**src/rtl/uart_pkg.sv**
```systemverilog
// Shared definitions for the memory-mapped UART: core op codes, status bit
// positions and the serial FSM state encoding used by both directions.
package uart_pkg;

    localparam logic [1:0] UART_STATUS = 2'd0;
    localparam logic [1:0] UART_SEND   = 2'd1;
    localparam logic [1:0] UART_RECV   = 2'd2;
    localparam logic [1:0] UART_CLEAR  = 2'd3;

    localparam int ST_RX_AVAIL    = 0;
    localparam int ST_TX_FULL     = 1;
    localparam int ST_TX_DONE     = 2;
    localparam int ST_RX_OVERRUN  = 3;
    localparam int ST_FRAME_ERR   = 4;
    localparam int ST_TX_OVERFLOW = 5;

    typedef logic [1:0] ser_state_t;

    localparam ser_state_t SER_IDLE  = 2'd0;
    localparam ser_state_t SER_START = 2'd1;
    localparam ser_state_t SER_DATA  = 2'd2;
    localparam ser_state_t SER_STOP  = 2'd3;

endpackage

```
**src/rtl/uart_fifo.sv**
```systemverilog
// Synchronous FIFO with extra-MSB pointers; a push on a full FIFO is accepted
// only when a pop happens in the same cycle, and flush overrides everything.
module uart_fifo #(
    parameter int WIDTH = 8,
    parameter int DEPTH = 16
) (
    input  logic             clk,
    input  logic             rst,
    input  logic             push,
    input  logic [WIDTH-1:0] push_data,
    input  logic             pop,
    input  logic             flush,
    output logic [WIDTH-1:0] head,
    output logic             full,
    output logic             empty
);

    localparam int AW = $clog2(DEPTH);

    logic [AW:0]      wr_ptr;
    logic [AW:0]      rd_ptr;
    logic [WIDTH-1:0] mem [DEPTH];
    logic             do_push;
    logic             do_pop;

    assign empty   = (wr_ptr == rd_ptr);
    assign full    = (wr_ptr[AW] != rd_ptr[AW]) && (wr_ptr[AW-1:0] == rd_ptr[AW-1:0]);
    assign do_pop  = pop && !empty;
    assign do_push = push && (!full || do_pop);
    assign head    = mem[rd_ptr[AW-1:0]];

    always_ff @(posedge clk or posedge rst) begin
        if (rst) begin
            wr_ptr <= '0;
            rd_ptr <= '0;
        end else if (flush) begin
            wr_ptr <= '0;
            rd_ptr <= '0;
        end else begin
            if (do_push)
                wr_ptr <= wr_ptr + {{AW{1'b0}}, 1'b1};
            if (do_pop)
                rd_ptr <= rd_ptr + {{AW{1'b0}}, 1'b1};
        end
    end

    always_ff @(posedge clk) begin
        if (do_push && !flush)
            mem[wr_ptr[AW-1:0]] <= push_data;
    end

endmodule

```
**src/rtl/uart_mmio.sv**
```systemverilog
// Memory-mapped 8N1 UART: TX/RX FIFOs decouple the core from line timing and
// data_out is a zero-latency combinational read of registered state.
module uart_mmio
    import uart_pkg::*;
#(
    parameter int CLKS_PER_BIT = 434,
    parameter int FIFO_DEPTH   = 16
) (
    input  logic        clk,
    input  logic        rst,
    input  logic [1:0]  uart_op,
    input  logic [31:0] data_in,
    output logic [31:0] data_out,
    input  logic        rx,
    output logic        tx
);

    localparam int CNT_W = $clog2(CLKS_PER_BIT);
    localparam logic [CNT_W-1:0] BIT_LAST  = CNT_W'(CLKS_PER_BIT - 1);
    localparam logic [CNT_W-1:0] HALF_LAST = CNT_W'(CLKS_PER_BIT / 2 - 1);
    localparam logic [CNT_W-1:0] CNT_ONE   = CNT_W'(1);

    logic is_send, is_recv, is_clear;
    logic unused_data;

    logic [7:0] tx_head, rx_head;
    logic       tx_full, tx_empty, rx_full, rx_empty;
    logic       tx_pop, rx_push;

    ser_state_t       tx_state;
    logic [CNT_W-1:0] tx_cnt;
    logic [2:0]       tx_idx;
    logic [7:0]       tx_shift;

    ser_state_t       rx_state;
    logic [CNT_W-1:0] rx_cnt;
    logic [2:0]       rx_idx;
    logic [7:0]       rx_shift;
    logic             rx_wait;
    logic             rx_meta, rx_sync;
    logic             frame_err_set;

    logic        rx_overrun, frame_err, tx_overflow;
    logic [31:0] status_word;

    assign is_send     = (uart_op == UART_SEND);
    assign is_recv     = (uart_op == UART_RECV);
    assign is_clear    = (uart_op == UART_CLEAR);
    assign unused_data = ^data_in[31:8];

    uart_fifo #(.WIDTH(8), .DEPTH(FIFO_DEPTH)) u_tx_fifo (
        .clk       (clk),
        .rst       (rst),
        .push      (is_send),
        .push_data (data_in[7:0]),
        .pop       (tx_pop),
        .flush     (1'b0),
        .head      (tx_head),
        .full      (tx_full),
        .empty     (tx_empty)
    );

    uart_fifo #(.WIDTH(8), .DEPTH(FIFO_DEPTH)) u_rx_fifo (
        .clk       (clk),
        .rst       (rst),
        .push      (rx_push),
        .push_data (rx_shift),
        .pop       (is_recv),
        .flush     (is_clear),
        .head      (rx_head),
        .full      (rx_full),
        .empty     (rx_empty)
    );

    // The transmitter reloads straight from STOP so back-to-back frames have no idle gap.
    assign tx_pop = !tx_empty &&
                    ((tx_state == SER_IDLE) || ((tx_state == SER_STOP) && (tx_cnt == BIT_LAST)));

    always_ff @(posedge clk or posedge rst) begin
        if (rst) begin
            tx_state <= SER_IDLE;
            tx_cnt   <= '0;
            tx_idx   <= '0;
            tx_shift <= '0;
            tx       <= 1'b1;
        end else begin
            case (tx_state)
                SER_IDLE: begin
                    if (tx_pop) begin
                        tx_shift <= tx_head;
                        tx_cnt   <= '0;
                        tx       <= 1'b0;
                        tx_state <= SER_START;
                    end
                end
                SER_START: begin
                    if (tx_cnt == BIT_LAST) begin
                        tx_cnt   <= '0;
                        tx_idx   <= '0;
                        tx       <= tx_shift[0];
                        tx_state <= SER_DATA;
                    end else begin
                        tx_cnt <= tx_cnt + CNT_ONE;
                    end
                end
                SER_DATA: begin
                    if (tx_cnt == BIT_LAST) begin
                        tx_cnt <= '0;
                        if (tx_idx == 3'd7) begin
                            tx       <= 1'b1;
                            tx_state <= SER_STOP;
                        end else begin
                            tx_idx <= tx_idx + 3'd1;
                            tx     <= tx_shift[tx_idx + 3'd1];
                        end
                    end else begin
                        tx_cnt <= tx_cnt + CNT_ONE;
                    end
                end
                SER_STOP: begin
                    if (tx_cnt == BIT_LAST) begin
                        tx_cnt <= '0;
                        if (tx_pop) begin
                            tx_shift <= tx_head;
                            tx       <= 1'b0;
                            tx_state <= SER_START;
                        end else begin
                            tx_state <= SER_IDLE;
                        end
                    end else begin
                        tx_cnt <= tx_cnt + CNT_ONE;
                    end
                end
                default: tx_state <= SER_IDLE;
            endcase
        end
    end

    always_ff @(posedge clk or posedge rst) begin
        if (rst) begin
            rx_meta <= 1'b1;
            rx_sync <= 1'b1;
        end else begin
            rx_meta <= rx;
            rx_sync <= rx_meta;
        end
    end

    assign rx_push       = (rx_state == SER_STOP) && !rx_wait && (rx_cnt == BIT_LAST) && rx_sync;
    assign frame_err_set = (rx_state == SER_STOP) && !rx_wait && (rx_cnt == BIT_LAST) && !rx_sync;

    // After a bad stop bit the receiver parks in STOP until the line returns high.
    always_ff @(posedge clk or posedge rst) begin
        if (rst) begin
            rx_state <= SER_IDLE;
            rx_cnt   <= '0;
            rx_idx   <= '0;
            rx_shift <= '0;
            rx_wait  <= 1'b0;
        end else begin
            case (rx_state)
                SER_IDLE: begin
                    if (!rx_sync) begin
                        rx_cnt   <= '0;
                        rx_state <= SER_START;
                    end
                end
                SER_START: begin
                    if (rx_cnt == HALF_LAST) begin
                        rx_cnt   <= '0;
                        rx_idx   <= '0;
                        rx_state <= rx_sync ? SER_IDLE : SER_DATA;
                    end else begin
                        rx_cnt <= rx_cnt + CNT_ONE;
                    end
                end
                SER_DATA: begin
                    if (rx_cnt == BIT_LAST) begin
                        rx_cnt           <= '0;
                        rx_shift[rx_idx] <= rx_sync;
                        if (rx_idx == 3'd7)
                            rx_state <= SER_STOP;
                        else
                            rx_idx <= rx_idx + 3'd1;
                    end else begin
                        rx_cnt <= rx_cnt + CNT_ONE;
                    end
                end
                SER_STOP: begin
                    if (rx_wait) begin
                        if (rx_sync) begin
                            rx_wait  <= 1'b0;
                            rx_state <= SER_IDLE;
                        end
                    end else if (rx_cnt == BIT_LAST) begin
                        rx_cnt <= '0;
                        if (rx_sync)
                            rx_state <= SER_IDLE;
                        else
                            rx_wait <= 1'b1;
                    end else begin
                        rx_cnt <= rx_cnt + CNT_ONE;
                    end
                end
                default: rx_state <= SER_IDLE;
            endcase
        end
    end

    // CLEAR takes priority over any flag being raised in the same cycle.
    always_ff @(posedge clk or posedge rst) begin
        if (rst) begin
            rx_overrun  <= 1'b0;
            frame_err   <= 1'b0;
            tx_overflow <= 1'b0;
        end else if (is_clear) begin
            rx_overrun  <= 1'b0;
            frame_err   <= 1'b0;
            tx_overflow <= 1'b0;
        end else begin
            if (rx_push && rx_full && !is_recv)
                rx_overrun <= 1'b1;
            if (frame_err_set)
                frame_err <= 1'b1;
            if (is_send && tx_full && !tx_pop)
                tx_overflow <= 1'b1;
        end
    end

    always_comb begin
        status_word                 = '0;
        status_word[ST_RX_AVAIL]    = !rx_empty;
        status_word[ST_TX_FULL]     = tx_full;
        status_word[ST_TX_DONE]     = tx_empty && (tx_state == SER_IDLE);
        status_word[ST_RX_OVERRUN]  = rx_overrun;
        status_word[ST_FRAME_ERR]   = frame_err;
        status_word[ST_TX_OVERFLOW] = tx_overflow;
    end

    always_comb begin
        data_out = '0;
        case (uart_op)
            UART_STATUS: data_out = status_word;
            UART_RECV:   data_out = {23'b0, !rx_empty, (rx_empty ? 8'h00 : rx_head)};
            default:     data_out = '0;
        endcase
    end

endmodule

```
**config.mk**
```make
export PLATFORM = sky130hd
export DESIGN_NAME = uart_mmio
export DESIGN_NICKNAME = d
export VERILOG_FILES = /design/src/rtl/uart_pkg.sv /design/src/rtl/uart_fifo.sv /design/src/rtl/uart_mmio.sv
export SDC_FILE = /design/constraint.sdc
export NUM_CORES = 1
export LEC_CHECK = 0
export CAP_MARGIN = 20
export CORE_AREA = 2 2 226 228
export DETAILED_ROUTE_END_ITERATION = 12
export DIE_AREA = 0 0 228 230
export PLACE_DENSITY = 0.51
export SETUP_SLACK_MARGIN = 0.2
export SKIP_CTS_REPAIR_TIMING = 1
export SYNTH_ARGS = -nofsm -noshare
export SYNTH_HDL_FRONTEND = slang
export SYNTH_HIERARCHICAL = 1
export SYNTH_SLANG_ARGS = --single-unit
```
**constraint.sdc**
```tcl
create_clock -name clk -period 8.6 [get_ports clk]
set_input_delay 2.58 -clock clk [delete_from_list [all_inputs] [get_ports clk]]
set_output_delay 2.58 -clock clk [all_outputs]
set_load 0.005 [all_outputs]
```
==> impl_metrics.ini, run 1 <==
[outcome]
status = finished clean

[timing]
setup_ws_ns = 1.646
skew_ns = 0.01977
setup-tns-final_ns = 0
finalHoldViolations = 0
final.min_clock_period_ns = 6.954
fmax_ghz = 0.1438
slew_violations = 0
worst_pin_slew_ns = 0.9106
period_share = 0.8086
setup_violations = 0
rsz0062_at_grt = no
max_slew_margin = 0.3929

[setup_path]
required_ns = 6.02
rr_worst_depth = 7
worst-endpoint-arrival_ns = 4.37
cpMaxStageDelayCell = clkdlybuf4s50_1
end_kind = primary output
reg2reg_slack_ns = 4.75
crit_buf_inv = 3
crit_chain = clkdlybuf4s50_1, inv_1, nor2_1, a22oi_1, nor2_1, clkdlybuf4s50_1
worst-setup-path-type = in2out
path_max_fanout = 11
reg2reg_to = u_tx_fifo/mem[7][1]
rr_startpoint = u_tx_fifo/rd_ptr[3]
crit_path_start_kind = input pin
slowest_delay_ns = 0.54
critPathTopFamily = buffers and inverters

[finish]
final_cells = 1639
layout-drive-gt1-share = 0.1768
fillers = 4864
syn_to_final_growth_pct = 14.46
diodes = 0
mostFrequentLayoutCell = edfxtp_1
final_cell_mix = 256 x edfxtp_1, 66 x dfrtp_1, 63 x mux4_2
final_nets = 999

[clocking]
clock_path_buffers = 3
cts.sinks = 327
tritoncts = built
htree_levels = 2
path_clk_slew_ns = 0.06
clk_latency_ns = 0.53
cts_buffers = 37
root_buffer = clkbuf_16

[place]
dp_cells = 1571
dpl_worst_slack_ns = 1.664
gp_congestion = 0.7537
post-dp-hpwl_um = 18180
portBuffers = 22

[routing]
drc = 0
via_count = 7656
ant_nets = 0
dr.first_iter.drc_count = 614
via_per_inst = 4.671
routed_wl_um = 29230
wire_per_inst_um = 17.84
dr.pass1.iters = 5

[logic_synthesis]
synthesis.area_sq_um = 14390
ys_seq_area_frac = 0.6578
yosysWarningCount = 6
syn_avg_cell_area_sq_um = 15.89
ys_ff_latch = 327
syn_inst = 906
synth_edf_count = 256
ys_types = 70
synthArstFlopShare = 0.2171
ys.flop_type = edfxtp_1

[global_routing]
grt_max_degree = 52
grt_pass1_vias = 7652
antenna_found_initial = 0
overflow = 0
grt_pass1_wl_um = 46090
track_usage = 0.1119

[hold_path]
hold_end = rx_sync
worstHoldStart = rx_meta
hold_path.class = reg2reg
holdPathStages = 0

[power_and_ir_drop]
p_leak_nw = 5.883
cellPowerDensity_nw_per_um2 = 223.9
vdd_drop_max_mv = 0.1308

[job]
max_cap_violations = 0

[floorplan]
core-area_sq_um = 49860
initial_core_util = 0.2887
num_rows = 82
io_pins = 70
dieArea_sq_um = 52440
die_x_um = 228
die_h_um = 230
[layer usage]
| layer | vias to the layer above | global-route usage | wire length (um) |
|---|---|---|---|
| met2 | 153 | 0.1784 | 13600 |
| met1 | 3943 | 0.1587 | 13690 |
| li1 | 3519 | - | - |
| met5 | - | 0 | 0 |
| met3 | 41 | 0.02170 | 1487 |
| met4 | 0 | 0.02349 | 464 |
[worst max-delay path by stage]
stage,cells past startpoint,end,start
floorplan,4,data_out[1],uart_op[1]
global placement,6,data_out[2],uart_op[1]
detailed placement,6,data_out[1],uart_op[1]
CTS,6,data_out[1],uart_op[1]
global route,6,data_out[4],uart_op[1]
finish,6,data_out[1],uart_op[1]
[sequential cells by signal (all words and copies together) (netlist names), named ones only]
name and count:
frame_err 1, rx_overrun 1, rx_meta 1, u_rx_fifo/rd_ptr 5, tx_overflow 1, u_tx_fifo/rd_ptr 5, rx_idx 3, tx_shift 8
rx_state 1, rx_cnt 9, u_rx_fifo/mem 128, tx_idx 3, rx_sync 1, tx 1, tx_cnt 9, u_tx_fifo/wr_ptr 5
rx_shift 8, u_tx_fifo/mem 128, u_rx_fifo/wr_ptr 5, tx_state 2, rx_wait 1
[synth_stat cells, drive strengths merged (12+ instances only)]
cell,n,share of area
edfxtp,256,0.53
dfrtp,68,0.12
mux4,66,0.10
nor2,56,0.015
buf,45,0.022
nand2,42,0.011
a21oi,35,0.013
nor2b,27,0.012
o21ai,25,0.0087
ha,24,0.021
mux2i,24,0.017
clkbuf,22,0.0058
inv,19,0.0050
mux2,19,0.015
and3,17,0.0074
a211oi,16,0.0083
xnor2,14,0.0085
nand3,13,0.0045
nor3,12,0.0042
[layout make-up]
class	count	area [sq um]	share of cell area
Sequential cell	327	9470	0.5748
Multi-Input combinational cell	519	4547	0.2760
Clock buffer	47	993.5	0.06030
Tap cell	672	840.8	0.05104
Timing Repair Buffer	34	310.3	0.01883
Clock inverter	21	241.5	0.01466
Inverter	19	71.32	0.004329
[report_power, final]
group | total (mW) | switching, mW | internal, mW | leakage [nW]
registers | 1.79 | 0.0577 | 1.74 | 3.57
logic | 0.308 | 0.168 | 0.141 | 1.71
clock network | 1.59 | 0.638 | 0.947 | 0.596
total | 3.69 | 0.864 | 2.82 | 5.88
[per-stage QoR]
stage	hold slack, ns	power, mW	area [sq um]	util
after global routing	0.3683	3.853	16470	0.3304
after floorplan	0.3452	2.059	14490	-
after detailed placement	0.3495	2.142	15240	0.3056
after global placement	0.3488	2.137	15240	0.3056
final	0.3576	3.689	16470	0.3304
after CTS	0.3588	3.741	16470	0.3304
[cell families (layout without fill, tap and decap cells)]
family	after synthesis	count (layout)	synth area share
fa+ha+maj	24	24	0.02086
simple gates	215	215	0.08197
other cells	1	27	0.0002605
compound gates	121	121	0.05642
mux	109	109	0.1356
flops	327	327	0.6578
buf+inv	86	121	0.03312
xor+xnor	23	23	0.01400
(Power assumes the default switching activity.)
==> run 2: changes to the inputs <==
==> constraint.sdc (replaced) <==
create_clock -name clk -period 6.9 [get_ports clk]
set_input_delay 2.07 -clock clk [delete_from_list [all_inputs] [get_ports clk]]
set_output_delay 2.07 -clock clk [all_outputs]
set_load 0.005 [all_outputs]
==> run 2 against run 1 <==
Compared with the run above: first-iteration DRC count shrank 23%; global-route usage shrank 0.13 points; via count shrank 1.1%; sequential power grew 25%; cell count shrank 0.12%; total power grew 23%; hold slack gained 0.0043 ns; clock skew shrank 0.00067 ns; cell area shrank 0.38%; critical path type unchanged; largest cell class unchanged; highest routed layer unchanged.
==> impl_metrics.ini, run 2 (synthesis results as in run 1) <==
[setup_path]
path_max_fanout = 11
crit_chain = clkdlybuf4s50_1, inv_1, nor2_1, a22oi_1, nor2_1, clkdlybuf4s50_1
cpMaxStageDelayCell = clkdlybuf4s50_1
reg2reg_slack_ns = 2.89
critPathTopFamily = buffers and inverters
rr_worst_depth = 7
rr_startpoint = u_tx_fifo/rd_ptr[3]
reg2reg_to = u_tx_fifo/mem[7][4]
required_ns = 4.83
worst-endpoint-arrival_ns = 3.89
startpoint = uart_op[1]
end_kind = primary output
slowest_delay_ns = 0.55
crit_cells = 6
worst-setup-path-type = in2out
crit_buf_inv = 3
crit_path_start_kind = input pin

[place]
portBuffers = 22
gp_congestion = 0.7406
post-dp-hpwl_um = 18260
place_area_sq_um = 15250

[global_routing]
grt_pass1_wl_um = 45200
grt_pass1_vias = 7544
antenna_found_initial = 0
grt_max_degree = 52
overflow = 0
track_usage = 0.1106

[hold_path]
holdPathStages = 0
worstHoldStart = rx_meta
hold_end = rx_sync
hold_path.class = reg2reg

[routing]
drc = 0
via_per_inst = 4.627
top_layer_used = met4
wire_per_inst_um = 17.77
met2_wirelength_um = 13700
dr.first_iter.drc_count = 472
routed_wl_um = 29090
drt-met1-wl_um = 13760
via_count = 7574
dr.pass1.iters = 4
dr_wl_met3_um = 1169
ant_nets = 0

[timing]
max_slew_margin = 0.3602
worst_pin_slew_ns = 0.9597
rsz0062_at_grt = no
period_share = 0.8644
slew_violations = 0
setup_violations = 0
fmax_ghz = 0.1677
setup-tns-final_ns = 0
skew_ns = 0.01910
final.min_clock_period_ns = 5.965
finalHoldViolations = 0

[power_and_ir_drop]
vdd_drop_max_mv = 0.1558
cellPowerDensity_nw_per_um2 = 275.9
p_leak_nw = 5.858

[clocking]
clock_path_buffers = 3
tritoncts = built
root_buffer = clkbuf_16
cts_buffers = 36
path_clk_slew_ns = 0.06
clk_latency_ns = 0.52
cts.sinks = 327
htree_levels = 2

[floorplan]
die_h_um = 230
initial_core_util = 0.2887
core-area_sq_um = 49860
dieArea_sq_um = 52440
die_x_um = 228
io_pins = 70
num_rows = 82

[finish]
diodes = 0
final_cell_mix = 256 x edfxtp_1, 66 x dfrtp_1, 63 x mux4_2
mostFrequentLayoutCell = edfxtp_1
postLayoutCellArea_sq_um = 16410
layout-drive-gt1-share = 0.1720
syn_to_final_growth_pct = 14.02
fillers = 4898
final_nets = 999

[job]
max_cap_violations = 0

[outcome]
status = finished clean
## run 2: stage by stage
| step | hold WS, ns | std cells | util | total power [mW] | worst slack, ns |
|---|---|---|---|---|---|
| floorplan | 0.3452 | 932 | - | 2.566 | 2.205 |
| global placement | 0.3569 | 1571 | 0.3056 | 2.664 | 1.001 |
| detailed placement | 0.3552 | 1572 | 0.3058 | 2.675 | 0.9356 |
| CTS | 0.3644 | 1637 | 0.3291 | 4.595 | 0.9282 |
| global route | 0.3704 | 1637 | 0.3291 | 4.724 | 0.7122 |
| finish | 0.3619 | 1637 | 0.3291 | 4.527 | 0.9355 |
## run 2: final cells by class
cell class / count / area, sq um / area share
Multi-Input combinational cell: 519 / 4547 / 0.2770
Tap cell: 672 / 840.8 / 0.05123
Timing Repair Buffer: 35 / 317.8 / 0.01936
Clock buffer: 43 / 948.4 / 0.05779
Sequential cell: 327 / 9470 / 0.5770
Clock inverter: 22 / 216.5 / 0.01319
Inverter: 19 / 71.32 / 0.004346
## run 2: worst max path at each step
stage                             end  slack, ns
after global routing      data_out[2]       0.71
after global placement    data_out[5]       1.00
final                     data_out[2]       0.94
after detailed placement  data_out[2]       0.94
after CTS                 data_out[2]       0.93
after floorplan           data_out[1]       2.20
## run 2: per-layer routing
metal,up-vias,GRT usage
li1,3523,-
met1,3883,0.1556
met2,130,0.1762
met3,38,0.02307
met4,0,0.02431
met5,-,0
## run 2: report_power, final
group	leakage [nW]	internal, mW	switching (mW)	total [mW]
clock	0.565	1.13	0.768	1.90
sequential	3.57	2.17	0.0685	2.23
combinational	1.72	0.178	0.214	0.392
